--- config.mk ---
export PLATFORM = sky130hd
export DESIGN_NAME = bus_arbiter
export DESIGN_NICKNAME = d
export VERILOG_FILES = /design/src/rtl/bus_arbiter.sv
export SDC_FILE = /design/constraint.sdc
export NUM_CORES = 1
export LEC_CHECK = 0
export CAP_MARGIN = 0
export CELL_PAD_IN_SITES_DETAIL_PLACEMENT = 2
export CELL_PAD_IN_SITES_GLOBAL_PLACEMENT = 2
export CORE_MARGIN = 2
export CORE_UTILIZATION = 10
export DETAILED_ROUTE_END_ITERATION = 10
export GPL_TIMING_DRIVEN = 0
export MAX_ROUTING_LAYER = met4
export PLACE_DENSITY = 0.86
export REMOVE_ABC_BUFFERS = 1
export SYNTH_ARGS = -nofsm -noshare
export SYNTH_HDL_FRONTEND = slang
export SYNTH_SLANG_ARGS = --single-unit
--- constraint.sdc ---
create_clock -name i_CLK -period 1.5 [get_ports i_CLK]
set_input_delay 0.15 -clock i_CLK [delete_from_list [all_inputs] [get_ports i_CLK]]
set_output_delay 0.15 -clock i_CLK [all_outputs]
set_load 0.1 [all_outputs]
--- src/rtl/bus_arbiter.sv ---
// bus_arbiter: two-master round-robin arbiter and address decoder for the shared system bus.
// Latency: a request seen in IDLE reaches the slave next cycle; a combinational slave completes in that same cycle.
// Backpressure: a master holds REQ until its one-cycle GNT; there is one IDLE cycle between transactions and a slave stall ends in ERR after TIMEOUT cycles.
//
// Ports:
//   i_CLK, i_RSTn             clock, asynchronous active-low reset
//   i_Mx_REQ/ADDR/WDATA/WE/RE/HB   master x request, held until o_Mx_GNT
//   o_Mx_GNT/RDATA/ERR        master x completion pulse, read data, error flag
//   o_S_*                     request forwarded to the slaves, o_S_CE one-hot by ADDR[31:28]
//   i_S_GNT, i_S_RDATA        OR of slave grants, muxed slave read data
module bus_arbiter #(
  parameter int NSLV    = 4,
  parameter int TIMEOUT = 16
) (
  input  logic        i_CLK,
  input  logic        i_RSTn,
  input  logic        i_M0_REQ,
  input  logic [31:0] i_M0_ADDR,
  input  logic [31:0] i_M0_WDATA,
  input  logic        i_M0_WE,
  input  logic        i_M0_RE,
  input  logic [1:0]  i_M0_HB,
  output logic        o_M0_GNT,
  output logic [31:0] o_M0_RDATA,
  output logic        o_M0_ERR,
  input  logic        i_M1_REQ,
  input  logic [31:0] i_M1_ADDR,
  input  logic [31:0] i_M1_WDATA,
  input  logic        i_M1_WE,
  input  logic        i_M1_RE,
  input  logic [1:0]  i_M1_HB,
  output logic        o_M1_GNT,
  output logic [31:0] o_M1_RDATA,
  output logic        o_M1_ERR,
  output logic [31:0] o_S_ADDR,
  output logic [31:0] o_S_WDATA,
  output logic        o_S_WE,
  output logic        o_S_RE,
  output logic        o_S_REQ,
  output logic [1:0]  o_S_HB,
  output logic [7:0]  o_S_CE,
  input  logic        i_S_GNT,
  input  logic [31:0] i_S_RDATA
);

  typedef enum logic [1:0] {IDLE, ACCESS, ERR} state_t;

  localparam logic [4:0] NSLV_L   = 5'(NSLV);
  localparam logic [7:0] CNT_LAST = 8'(TIMEOUT - 1);

  state_t     state;
  logic       owner;     // master currently holding the bus
  logic       last;      // master served most recently, loses the next tie
  logic [7:0] cnt;       // ACCESS cycles spent without a slave grant
  logic [2:0] sel;       // slave region decoded when the owner was chosen

  // Arbitration and decode of the would-be winner, only acted on in IDLE.
  logic       any_req;
  logic       winner;
  logic [3:0] win_region;
  logic       win_hit;

  always_comb begin
    any_req    = i_M0_REQ | i_M1_REQ;
    winner     = (i_M0_REQ && i_M1_REQ) ? ~last : i_M1_REQ;
    win_region = winner ? i_M1_ADDR[31:28] : i_M0_ADDR[31:28];
    win_hit    = ({1'b0, win_region} < NSLV_L);
  end

  // Owner's live request fields; masters keep them stable until GNT.
  logic [31:0] own_addr;
  logic [31:0] own_wdata;
  logic        own_we;
  logic        own_re;
  logic [1:0]  own_hb;

  always_comb begin
    own_addr  = owner ? i_M1_ADDR  : i_M0_ADDR;
    own_wdata = owner ? i_M1_WDATA : i_M0_WDATA;
    own_we    = owner ? i_M1_WE    : i_M0_WE;
    own_re    = owner ? i_M1_RE    : i_M0_RE;
    own_hb    = owner ? i_M1_HB    : i_M0_HB;
  end

  logic in_access;
  logic done_ok;
  logic err_rsp;

  always_comb begin
    in_access = (state == ACCESS);
    // A slave grant is only honoured while the bus is actually in ACCESS.
    done_ok   = in_access & i_S_GNT;
    err_rsp   = (state == ERR);
  end

  // Slave side: everything is zero outside ACCESS.
  always_comb begin
    o_S_REQ   = in_access;
    o_S_ADDR  = in_access ? own_addr  : 32'd0;
    o_S_WDATA = in_access ? own_wdata : 32'd0;
    o_S_WE    = in_access & own_we;
    o_S_RE    = in_access & own_re;
    o_S_HB    = in_access ? own_hb : 2'd0;
    o_S_CE    = in_access ? (8'd1 << sel) : 8'd0;
  end

  // Master side: only the owner ever sees GNT, ERR or read data.
  always_comb begin
    o_M0_GNT   = (done_ok | err_rsp) & ~owner;
    o_M1_GNT   = (done_ok | err_rsp) &  owner;
    o_M0_ERR   = err_rsp & ~owner;
    o_M1_ERR   = err_rsp &  owner;
    o_M0_RDATA = (done_ok && !owner) ? i_S_RDATA : 32'd0;
    o_M1_RDATA = (done_ok &&  owner) ? i_S_RDATA : 32'd0;
  end

  always_ff @(posedge i_CLK or negedge i_RSTn) begin
    if (!i_RSTn) begin
      state <= IDLE;
      owner <= 1'b0;
      last  <= 1'b1;
      cnt   <= 8'd0;
      sel   <= 3'd0;
    end else begin
      case (state)
        IDLE: begin
          if (any_req) begin
            owner <= winner;
            sel   <= win_region[2:0];
            cnt   <= 8'd0;
            state <= win_hit ? ACCESS : ERR;
          end
        end
        ACCESS: begin
          // A grant in the final allowed cycle still completes normally.
          if (i_S_GNT) begin
            last  <= owner;
            state <= IDLE;
          end else if (cnt == CNT_LAST) begin
            state <= ERR;
          end else begin
            cnt <= cnt + 8'd1;
          end
        end
        ERR: begin
          last  <= owner;
          state <= IDLE;
        end
        default: state <= IDLE;
      endcase
    end
  end

endmodule
==> results <==
- After floorplanning, the core was sized to cover 22500 sq um.
- The worst endpoint data arrival time is 1.86 ns.
- The sequential fraction of the synthesis area is 16.54%.
- Global routing used 13.74% of the available tracks across all layers.
- The slew of the pin with the lowest slew margin is 0.7349 ns.
- The minimum clock period after layout is 2.010 ns.
- The relative area change from synthesis to final layout is 294.0%.
- For this block, the initial DRC count from the detailed router was 60.
- The switching component of the power is 5.655 mW.
- The startpoint of the most critical register-to-register path is state[1]$_DFFE_PN0P_.
- The fraction of power consumed by combinational cells is 88.1%.
- The count of nets left with antenna violations once routing finished came out at 0.
- The post-detailed-route wirelength per cell is 22.80 microns.
- The cell type with the highest aggregate area in the netlist is mux2i_1.
- The checks that failed: setup timing.
- The post-route setup TNS is -49.68 ns.
- The clock-pin slew on the worst setup and hold paths is 0.05 ns.
- The number of endpoints failing setup at the final stage is 151.
- The post-route DRC violation count is 0.
- In this run the critical register-to-register path is captured at cnt[4]$_DFFE_PN0P_.
- The worst-case IR drop observed on VDD is 0.4960 mV.
- The type of element capturing the critical path is an output port.
- The die width is 154.9 microns.
- After the last flow step, the layout net total stands at 850.
- The signal on the critical path passes through nand2b_4, buf_16, clkinv_8, nand2_8, nor2_2, buf_12, and2_1, buf_12.
- For this run the aggregate overflow at the end of global routing stands at 0.
- Dividing total power by cell area gives a power density of 1170 nW/um^2.
- The worst relative slew slack is 50.85%.
- The number of global-route vias before repair is 4076.
- The critical path class is reg2out.
- The setup slack of the worst register-to-register path is -0.35 ns.
- The clock tree root driver cell is clkbuf_16.
- The family of cells with the greatest summed delay on the critical path is buffers and inverters.
- The internal power of the cells totals 4.840 mW.
- The buffers plus inverters on the worst setup path is 4.
- The run finished, with violations left.
- The detailed-routing iteration count for the pre-antenna-repair pass is 4.
- The HPWL after detailed placement is 12280 microns.
- In this run the core area contains 55 standard-cell rows.
- In this run switching power makes up 53.88% of total power.
- The largest individual stage delay along the critical path comes from the cell dfrtp_1.
- The required arrival time at the worst endpoint is 1.35 ns.
- The highest fanout seen on the critical path is 32.
- The congestion estimate from routability-driven global placement came to 0.6953.
- After synthesis, the cell types taking the most area are mux2i_1 (32%), and2_1 (18%), dfrtp_1 (15%).
- Max-cap violations in this run came to 0.
- The latest clock arrival within the worst-skew pair is 0.25 ns.
- The maximum level of the CTS H-tree is 1.
- Across the routed clock network, the largest skew measured is 0.004319 ns.
- The least setup slack across all paths after layout is -0.5102 ns.
- The most common library cell in the layout ignoring fill and taps is clkdlybuf4s50_1.
- The final hold slack is 0.3384 ns.
- For this run, the number of Yosys warnings is 0.
- In the layout the commonest cells are clkdlybuf4s50_1 (172), buf_12 (146), and2_4 (61).
- The number of slew-limit violations in the final report came to 0.
- Per report_power, the clock group accounts for 5.0% of the total.
- The number of antenna diodes in the final layout is 0.
- The synthesized area is 2277 sq um.
- Across all layers, the routed design uses 3943 vias.
- The area of the die is 24000 sq um.
- The worst register-to-register path has a depth of 4.
- After detailed routing, the number of vias per cell comes to 4.107.
- On the worst path, the slowest cell contributes a delay of 0.37 ns.
- The count of buffers from port buffering is 317.
- The analysis attributes to cell leakage a power of 3.452 nW.
- The number of buffers created by CTS is 3.
- Counting stages on the worst path, the most repeated cell is buf_12.
- The kind of start point of the critical path is a flip-flop.
- Per report_power, the sequential group accounts for 6.9% of the total.
- The path type of the worst min-delay path is in2async.
- The fraction of final layout cells with drive strength greater than 1 is 58.37%.
- The mean post-synth cell area is 7.139 sq um.
- The largest net degree at the start of global routing is 38.
- The final count of hold timing violations is 0.
- Timing would allow up to 0.4975 GHz.
- The fraction of synthesized cell area taken by the top area cell type is 32.09%.
- The TritonCTS sink count is 15.
- The post-route clock period utilization is 134.0%.
- The clock tree buffer depth is 2.
- The global-route wire length before repair is 24550 microns.
- The final layout contains routed wiring with a total length of 21890 microns.
- Counting every instance in the synthesized netlist gives 319.
- The initial cell density of the core is 10.12%.
- Measured along the y axis, the die boundary spans 154.9 microns.
- The clock tree from TritonCTS is built.
- Yosys mapped the design onto 32 distinct sky130hd cell types.
- The number of placed I/O pins is 318.
- Setup repair after global routing could not meet its margin everywhere.
- Counting flops and latches in the post-synthesis netlist gives 15.
- The initial antenna violation count is 0.
==> cell families after synthesis <==
group,after synthesis,share of synthesized area (%)
AND/OR/NAND/NOR,182,39.78
multiplexers,73,32.09
buffers and inverters,26,4.726
AO/OA/AOI/OAI,20,5.550
flip-flops,15,16.54
XOR/XNOR,2,0.7694
adder cells (fa/ha/maj),1,0.5494
==> metal layers <==
metal / vias to the layer above / wire length (microns) / track usage, %
met5: - / 0 / -
met4: 0 / 365 / 2.205
met3: 20 / 1636 / 3.510
met2: 230 / 12260 / 26.77
met1: 1902 / 7628 / 13.96
li1: 1791 / - / -
==> power by group through the flow <==
stage          clock [mW]  sequential, mW  combinational (mW)
6_report            0.527           0.721                9.25
3_5_place_dp            0           0.908                5.51
4_1_cts             0.543           0.677                6.47
5_1_grt             0.554           0.742                9.58
2_1_floorplan           0           0.812                3.45
3_3_place_gp            0           0.856                4.42
==> what timing repair did <==
item | 4_1_cts | 5_1_grt
hold endpoints to repair | 0 | 0
hold buffers | 0 | 0
setup buffers | 12 | 25
pin swaps | 9 | 27
gates cloned | 4 | 15
endpoints found under the setup margin | 159 | 158
resized for setup | 1089 | 518
==> Yosys cell counts <==
library cell / number
nor2_1: 82
mux2i_1: 73
and2_1: 64
dfrtp_1: 14
clkbuf_1: 13
nand2_1: 13
buf_2: 8
o21ai_1: 7
nand3_1: 5
nor3_1: 5
a21oi_1: 4
nand2b_1: 4
buf_1: 3
inv_2: 2
nor3_2: 2
o211ai_1: 2
or3_1: 2
xnor2_1: 2
a21boi_1: 1
a311oi_1: 1
a31o_1: 1
dfstp_2: 1
ha_1: 1
nand4b_1: 1
nor4_1: 1
o21a_1: 1
o22ai_1: 1
o311ai_1: 1
o41ai_1: 1
or3b_1: 1
or4_1: 1
or4b_1: 1
==> cell type report <==
class | instances | area (sq um)
multi-input cells | 278 | 2696
fillers | 2236 | 13530
well taps | 285 | 356.6
flip-flops and latches | 15 | 384.1
clock buffers | 4 | 78.83
inverters | 2 | 20.02
repair buffers | 376 | 5436
==> stage by stage <==
stage                     power [mW]  instances  cell area [sq um]  setup WS [ns]  util, %
after floorplan                4.265        295               2177         -3.228        -
after global placement         5.280        897               5707         -5.073    25.36
after detailed placement       6.417        901               5808         -1.731    25.81
after CTS                      7.690        921               6832        -0.4994    30.36
after global routing           10.87        960               8972        -0.5711    39.87
final                          10.50        960               8972        -0.5102    39.87
==> worst max path at each step <==
stage                         startpoint              to  slack, ns  cells past startpoint
floorplan           state[1]$_DFFE_PN0P_       o_S_CE[0]      -3.23                      2
global placement       owner$_DFFE_PN0P_  o_M0_RDATA[12]      -5.07                      3
detailed placement  state[1]$_DFFE_PN0P_  o_M1_RDATA[11]      -1.73                      8
CTS                 state[1]$_DFFE_PN0P_  o_M1_RDATA[11]      -0.50                      9
global route        state[1]$_DFFE_PN0P_   o_M0_RDATA[5]      -0.57                      8
finish              state[1]$_DFFE_PN0P_   o_M0_RDATA[5]      -0.51                      8
==> sequential cells by signal, indices dropped and copies added (netlist names) <==
signal  cells
cnt         8
owner       1
sel         3
state       2
last        1
Power figures use the tool's default switching activity.
